`src/rtl/oh_fpga_link_rx.sv`:
```
// OptoHybrid FPGA e-link receiver: framed 32-bit words, one byte per clock.
// Define CRC8_EN to check packets with CRC-8 (0x07) instead of an XOR checksum.
module oh_fpga_link_rx #(
    parameter logic [7:0] IDLE_CHAR = 8'hBC,
    parameter logic [7:0] SOF_CHAR  = 8'h5C
) (
    input  logic        ttc_clk_40_i,
    input  logic        reset_i,
    input  logic [7:0]  elink_data_i,
    output logic        reg_data_valid_o,
    output logic [31:0] reg_data_o,
    output logic        error_o
);

    localparam logic [0:0] ST_IDLE = 1'b0;
    localparam logic [0:0] ST_DATA = 1'b1;

    logic [0:0]  state_q, state_d;
    logic [2:0]  cnt_q, cnt_d;
    logic [31:0] shift_q, shift_d;
    logic [7:0]  chk_q, chk_d;
    logic [7:0]  chk_next;
    logic [31:0] reg_data_q, reg_data_d;
    logic        valid_q, valid_d;
    logic        error_q, error_d;

`ifdef CRC8_EN
    // Byte-serial CRC-8, MSB first, poly 0x07, no reflection
    function automatic logic [7:0] crc8_step(input logic [7:0] crc,
                                             input logic [7:0] d);
        logic [7:0] c;
        c = crc ^ d;
        for (int i = 0; i < 8; i++) begin
            c = c[7] ? ({c[6:0], 1'b0} ^ 8'h07) : {c[6:0], 1'b0};
        end
        return c;
    endfunction

    assign chk_next = crc8_step(chk_q, elink_data_i);
`else
    assign chk_next = chk_q ^ elink_data_i;
`endif

    always_comb begin
        state_d    = state_q;
        cnt_d      = cnt_q;
        shift_d    = shift_q;
        chk_d      = chk_q;
        reg_data_d = reg_data_q;
        valid_d    = 1'b0;
        error_d    = 1'b0;
        case (state_q)
            ST_IDLE: begin
                if (elink_data_i == SOF_CHAR) begin
                    state_d = ST_DATA;
                    cnt_d   = 3'd0;
                    chk_d   = 8'h00;
                end else if (elink_data_i != IDLE_CHAR) begin
                    error_d = 1'b1;
                end
            end
            ST_DATA: begin
                if (cnt_q == 3'd4) begin
                    state_d = ST_IDLE;
                    cnt_d   = 3'd0;
                    if (elink_data_i == chk_q) begin
                        reg_data_d = shift_q;
                        valid_d    = 1'b1;
                    end else begin
                        error_d = 1'b1;
                    end
                end else begin
                    shift_d = {shift_q[23:0], elink_data_i};
                    chk_d   = chk_next;
                    cnt_d   = cnt_q + 3'd1;
                end
            end
            default: begin
                state_d = ST_IDLE;
                cnt_d   = 3'd0;
            end
        endcase
    end

    always_ff @(posedge ttc_clk_40_i or negedge reset_i) begin
        if (!reset_i) begin
            state_q    <= ST_IDLE;
            cnt_q      <= 3'd0;
            shift_q    <= 32'h0;
            chk_q      <= 8'h00;
            reg_data_q <= 32'h0;
            valid_q    <= 1'b0;
            error_q    <= 1'b0;
        end else begin
            state_q    <= state_d;
            cnt_q      <= cnt_d;
            shift_q    <= shift_d;
            chk_q      <= chk_d;
            reg_data_q <= reg_data_d;
            valid_q    <= valid_d;
            error_q    <= error_d;
        end
    end

    assign reg_data_valid_o = valid_q;
    assign reg_data_o       = reg_data_q;
    assign error_o          = error_q;

endmodule

```
`config.mk`:
```
export PLATFORM = sky130hd
export DESIGN_NAME = oh_fpga_link_rx
export DESIGN_NICKNAME = d
export VERILOG_FILES = /design/src/rtl/oh_fpga_link_rx.sv
export SDC_FILE = /design/constraint.sdc
export NUM_CORES = 1
export LEC_CHECK = 0
export ABC_AREA = 0
export BUFFER_PORTS_ARGS = -buffer_cell sky130_fd_sc_hd__buf_2
export CORE_AREA = 4 4 100 102
export CTS_CLUSTER_DIAMETER = 100
export DETAILED_ROUTE_END_ITERATION = 10
export DIE_AREA = 0 0 104 106
export GPL_ROUTABILITY_DRIVEN = 0
export PLACE_DENSITY = 0.61
export SYNTH_ARGS = -nofsm -noshare
export SYNTH_HDL_FRONTEND = slang
export SYNTH_SLANG_ARGS = --single-unit
```
`constraint.sdc`:
```
create_clock -name ttc_clk_40_i -period 3.2 [get_ports ttc_clk_40_i]
set_input_delay 0 -clock ttc_clk_40_i [delete_from_list [all_inputs] [get_ports ttc_clk_40_i]]
set_output_delay 0 -clock ttc_clk_40_i [all_outputs]
set_load 0.02 [all_outputs]
```
======== After elaboration in Yosys (flattened, before gate mapping) ========
Index checks and enable logic that the tools add are counted.
Widths: inputs -> output; s select.
word-level totals
  output and inout port bits .............. 34
  word-level logic and storage cells ...... 37
  input port bits ......................... 10
  register bits after elaboration ......... 78
operators by class
  bitwise operators ....................... 3
  $add $sub $neg .......................... 1
  eq/ne operators ......................... 6
  reduce and logical (&&, ||, !) cells .... 3
  muxes and demuxes ....................... 17
operator list
  cell                 number
  $mux 8               2
  $pmux 8 s2           1
  $mux 1               9
  $eq 8x7->1 const B   1
  $eq 8x8->1           1
  $ne 8x8->1 const B   1
  $xor 8x8->8          1
  $mux 3               2
  $pmux 3 s2           1
  $ne 2x2->1 const B   2
  $pmux 1 s2           2
  $reduce_and 2->1     2
  $add 3x1->3 const B  1
  $eq 3x3->1 const B   1
  $reduce_and 3->1     1
  $not 1->1            2

======== Depth between registers and ports, before layout ========
  word-level depth ........................ 4
  gate-level depth with buffers ........... 7
  depth with buffers taken out ............ 6

======== Worst setup path before layout ========
Ideal clock, no wire load.
  path type ............................... register to register
  from .................................... register cnt_q[0]
  to ...................................... register shift_q[4]
  buffers on the path ..................... 2
  arrival time ............................ 1.595 ns
  clock period less this slack ............ 1.720 ns
  library setup time ...................... 0.125 ns
  data required time ...................... 3.075 ns
  cell stages (with the launch flop) ...... 8
  slack ................................... 1.480 ns
  path through ............................ dfrtp_1 inv_1 ha_1 nand2_1 and2_1 buf_2 buf_2 mux2_2
on the way
  longest elaborated chain between the ends .. 3
RTL lines
  item                               RTL line  text
  from (decl)                        19        logic [2:0] cnt_q, cnt_d;
  from (signal assigned)             96        cnt_q <= cnt_d;
  $eq 3x3->1                         63        if (cnt_q == 3'd4) begin
  $not 1->1 (no source line)         n/a
  $reduce_and 2->1 (no source line)  n/a
  to (signal assigned)               97        shift_q <= shift_d;
  to (decl)                          20        logic [31:0] shift_q, shift_d;
No other way between the ends.
A chain may end at the register's enable or synchronous reset.

======== Final worst setup path ========
  from .................................... register cnt_q[0]
  to ...................................... register shift_q[29]
Same word-level chain as after synthesis.

==> out/results.ini <==
[outcome]
status = complete, no violations

[setup_path]
critical_path_arrival_ns = 2.55
crit_fanout = 20
crit_type = register to register
required_ns = 3.43
start_kind = register
critPathCaptureType = register

[synthesis]
syn_inst = 208
ys_seq_elements = 78
yosys.area_share.simple_pct = 3.57
netlist_area_sq_um = 3150
ys.flop_type = dfrtp_1
muxShareOfSynthArea_pct = 23.6
yosys-top-cells-area = dfrtp_1 62%, mux2_2 22%, xnor2_1 4.4%, a22o_1 2.8%, mux2_1 1.4%
avgSynthCellArea_sq_um = 15.1
synthTopCellsByCount = 78 x dfrtp_1, 62 x mux2_2, 16 x xnor2_1, 10 x a22o_1, 10 x nand2_1
ys_async_sr_fraction_pct = 100
synth_top_family_by_area = multiplexers
ys_seq_area_share_pct = 62.0
syn-num-nets = 220
synth_edf_count = 0
synthAdderAreaFrac_pct = 0.794
yosysTopAreaCellShare_pct = 62.0
synth_xor_area_share_pct = 4.45
synth_compound_area_share_pct = 3.46
synth_most_common_cell = dfrtp_1
yosysTopAreaCell = dfrtp_1
ys_warn_count = 0
synthDistinctLibCells = 21

[final_layout]
drive_above_1_share_pct = 45.7
nets = 276
antenna_cells = 0
multi_input_area_sq_um = 1130
area.growth.synth_to_final_pct = 19.5
stdcell_count = 380
seqCellArea_sq_um = 1950
n_fill_cell = 857

[clock_network]
tritoncts = built
cts_sinks = 78
numCtsBuffers = 9
clkSlewWorstSetupHoldPaths_ns = 0.08
post_cts_resized = 0
cts_buffer_depth = 2
htreeDepth = 3
clock_latency_ns = 0.34
root_buffer = clkbuf_8

[timing]
drv_slew = 0
grt_setup_unrepaired = false
fmax_mhz = 430
whs_ns = 0.344
tns_ns = 0
max-slew-margin-rel_pct = 36.4
finalHoldViolations = 0
tightestPinTransition_ns = 0.954
fin_crit_ns = 2.32
setup_viol = 0
skew_ns = 0.00876
finalCritPeriodShare_pct = 72.6

[power_and_ir_drop]
p_per_area_nw_per_um2 = 758
cellLeakagePower_nw = 1.85
ir_worst_vdd_uv = 267

[die]
core.rowCount = 35
initial_core_util_pct = 34.6
die_w_um = 104
pin_count = 44
fp.dieH_um = 106
core_area_sq_um = 9110
die_area_sq_um = 11000

[grt]
grt-ovfl-total = 0
grt_pass1_wl_um = 9290
grt_max_degree = 79
grt_usage_pct = 10.5
antenna_found_initial = 0
first_global_vias = 1808

[job]
maxCapViolCount = 0

[detailed_routing]
wl_per_cell_um = 14.1
drtIter0Drc = 106
viasPerCell = 4.63
antenna_left = 0
drt_first_pass_iters = 4
via_count = 1761
drcViolationCount = 0
drt-total-wl_um = 5350

[min_path]
hold_path.class = input pin to async pin

[place]
dpl.hpwl_um = 3560
portBuffers = 43
dp_cells = 355

-- routing by layer --
| layer | wire length (um) | track usage [%] | vias to the layer above |
|---|---|---|---|
| met5 | 0 | 0 | - |
| li1 | - | - | 845 |
| met3 | 258 | 3.52 | 10 |
| met2 | 2280 | 15.1 | 36 |
| met4 | 98 | 4.27 | 0 |
| met1 | 2710 | 14.6 | 870 |
-- timing repair --
item	CTS	global route
hold endpoints to repair	86	0
hold buffers	9	0
buffers inserted	0	0
-- critical path: stages, from the launching register on --
cell and delay [ns]:
dfrtp_1 0.35, inv_1 0.06, ha_1 0.22, nand2_1 0.25, and2_1 0.57, buf_4 0.38, mux2_2 0.37
-- final cells by class --
type,count,share of cell area [%]
flip-flops and latches,78,51.8
repair buffers,54,8.57
clock buffers,11,3.49
inverters,2,0.199
clock inverters,5,2.23
well taps,111,3.69
multi-input cells,119,30.0
-- kinds of logic after synthesis --
| group | Yosys count |
|---|---|
| buffers and inverters | 11 |
| flip-flops | 78 |
| adder cells (fa/ha/maj) | 2 |
| AO/OA/AOI/OAI | 13 |
| AND/OR/NAND/NOR | 22 |
| XOR/XNOR | 16 |
| multiplexers | 66 |
-- state kept, by name, indices dropped and copies added, names as in the netlist --
signal,flops
state_q,1
shift_q,32
chk_q,8
reg_data_valid_o,1
reg_data_o,32
error_o,1
cnt_q,3
-- worst paths after layout --
check | slack (ns) | start | cells past startpoint | end
worst max-delay path | 0.88 | cnt_q[0] | 6 | shift_q[29]
worst min-delay path | 0.34 | reset_i | 2 | reg_data_o[24]
worst max register to register | 0.88 | cnt_q[0] | 6 | shift_q[29]
worst min register to register | 0.48 | reg_data_o[16] | 1 | reg_data_o[16]
max in group asynchronous | 2.24 | reset_i | 2 | cnt_q[0]
min in group ttc_clk_40_i | 0.48 | reg_data_o[16] | 1 | reg_data_o[16]
-- through the flow --
step | setup slack [ns] | total power, mW | utilization, % | area [sq um]
2_1_floorplan | 1.48 | 1.92 | - | 3150
3_3_place_gp | 0.963 | 2.06 | 38.0 | 3460
3_5_place_dp | 0.871 | 2.08 | 38.0 | 3460
4_1_cts | 0.840 | 2.90 | 41.3 | 3770
5_1_grt | 0.697 | 3.05 | 41.3 | 3770
6_report | 0.877 | 2.85 | 41.3 | 3770
-- cell usage in the layout, fill, tap and decap left out --
master,synthesis,layout
nor3_4,1,1
buf_4,0,3
mux2_2,62,62
dlygate4sd3_1,0,9
ha_1,2,2
clkbuf_1,2,2
nand3b_1,1,1
clkbuf_8,0,9
a22o_1,10,10
bufinv_16,0,2
o21ba_2,1,1
inv_1,2,2
clkinv_4,0,1
o22ai_1,1,1
buf_2,4,42
nor2b_1,1,1
and2_1,1,1
nand2_1,10,10
clkinvlp_4,0,2
nand3_1,1,1
nor2_1,4,4
mux2_1,4,4
xnor2_1,16,16
a21oi_1,1,1
nand4_1,3,3
dfrtp_1,78,78
-- power by group --
part           leakage [nW]  internal (mW)  switching (mW)
registers              1.01           1.25           0.213
logic                 0.742          0.376           0.223
clock network        0.0998          0.441           0.349
total                  1.85           2.07           0.785
(Power assumes the default switching activity.)
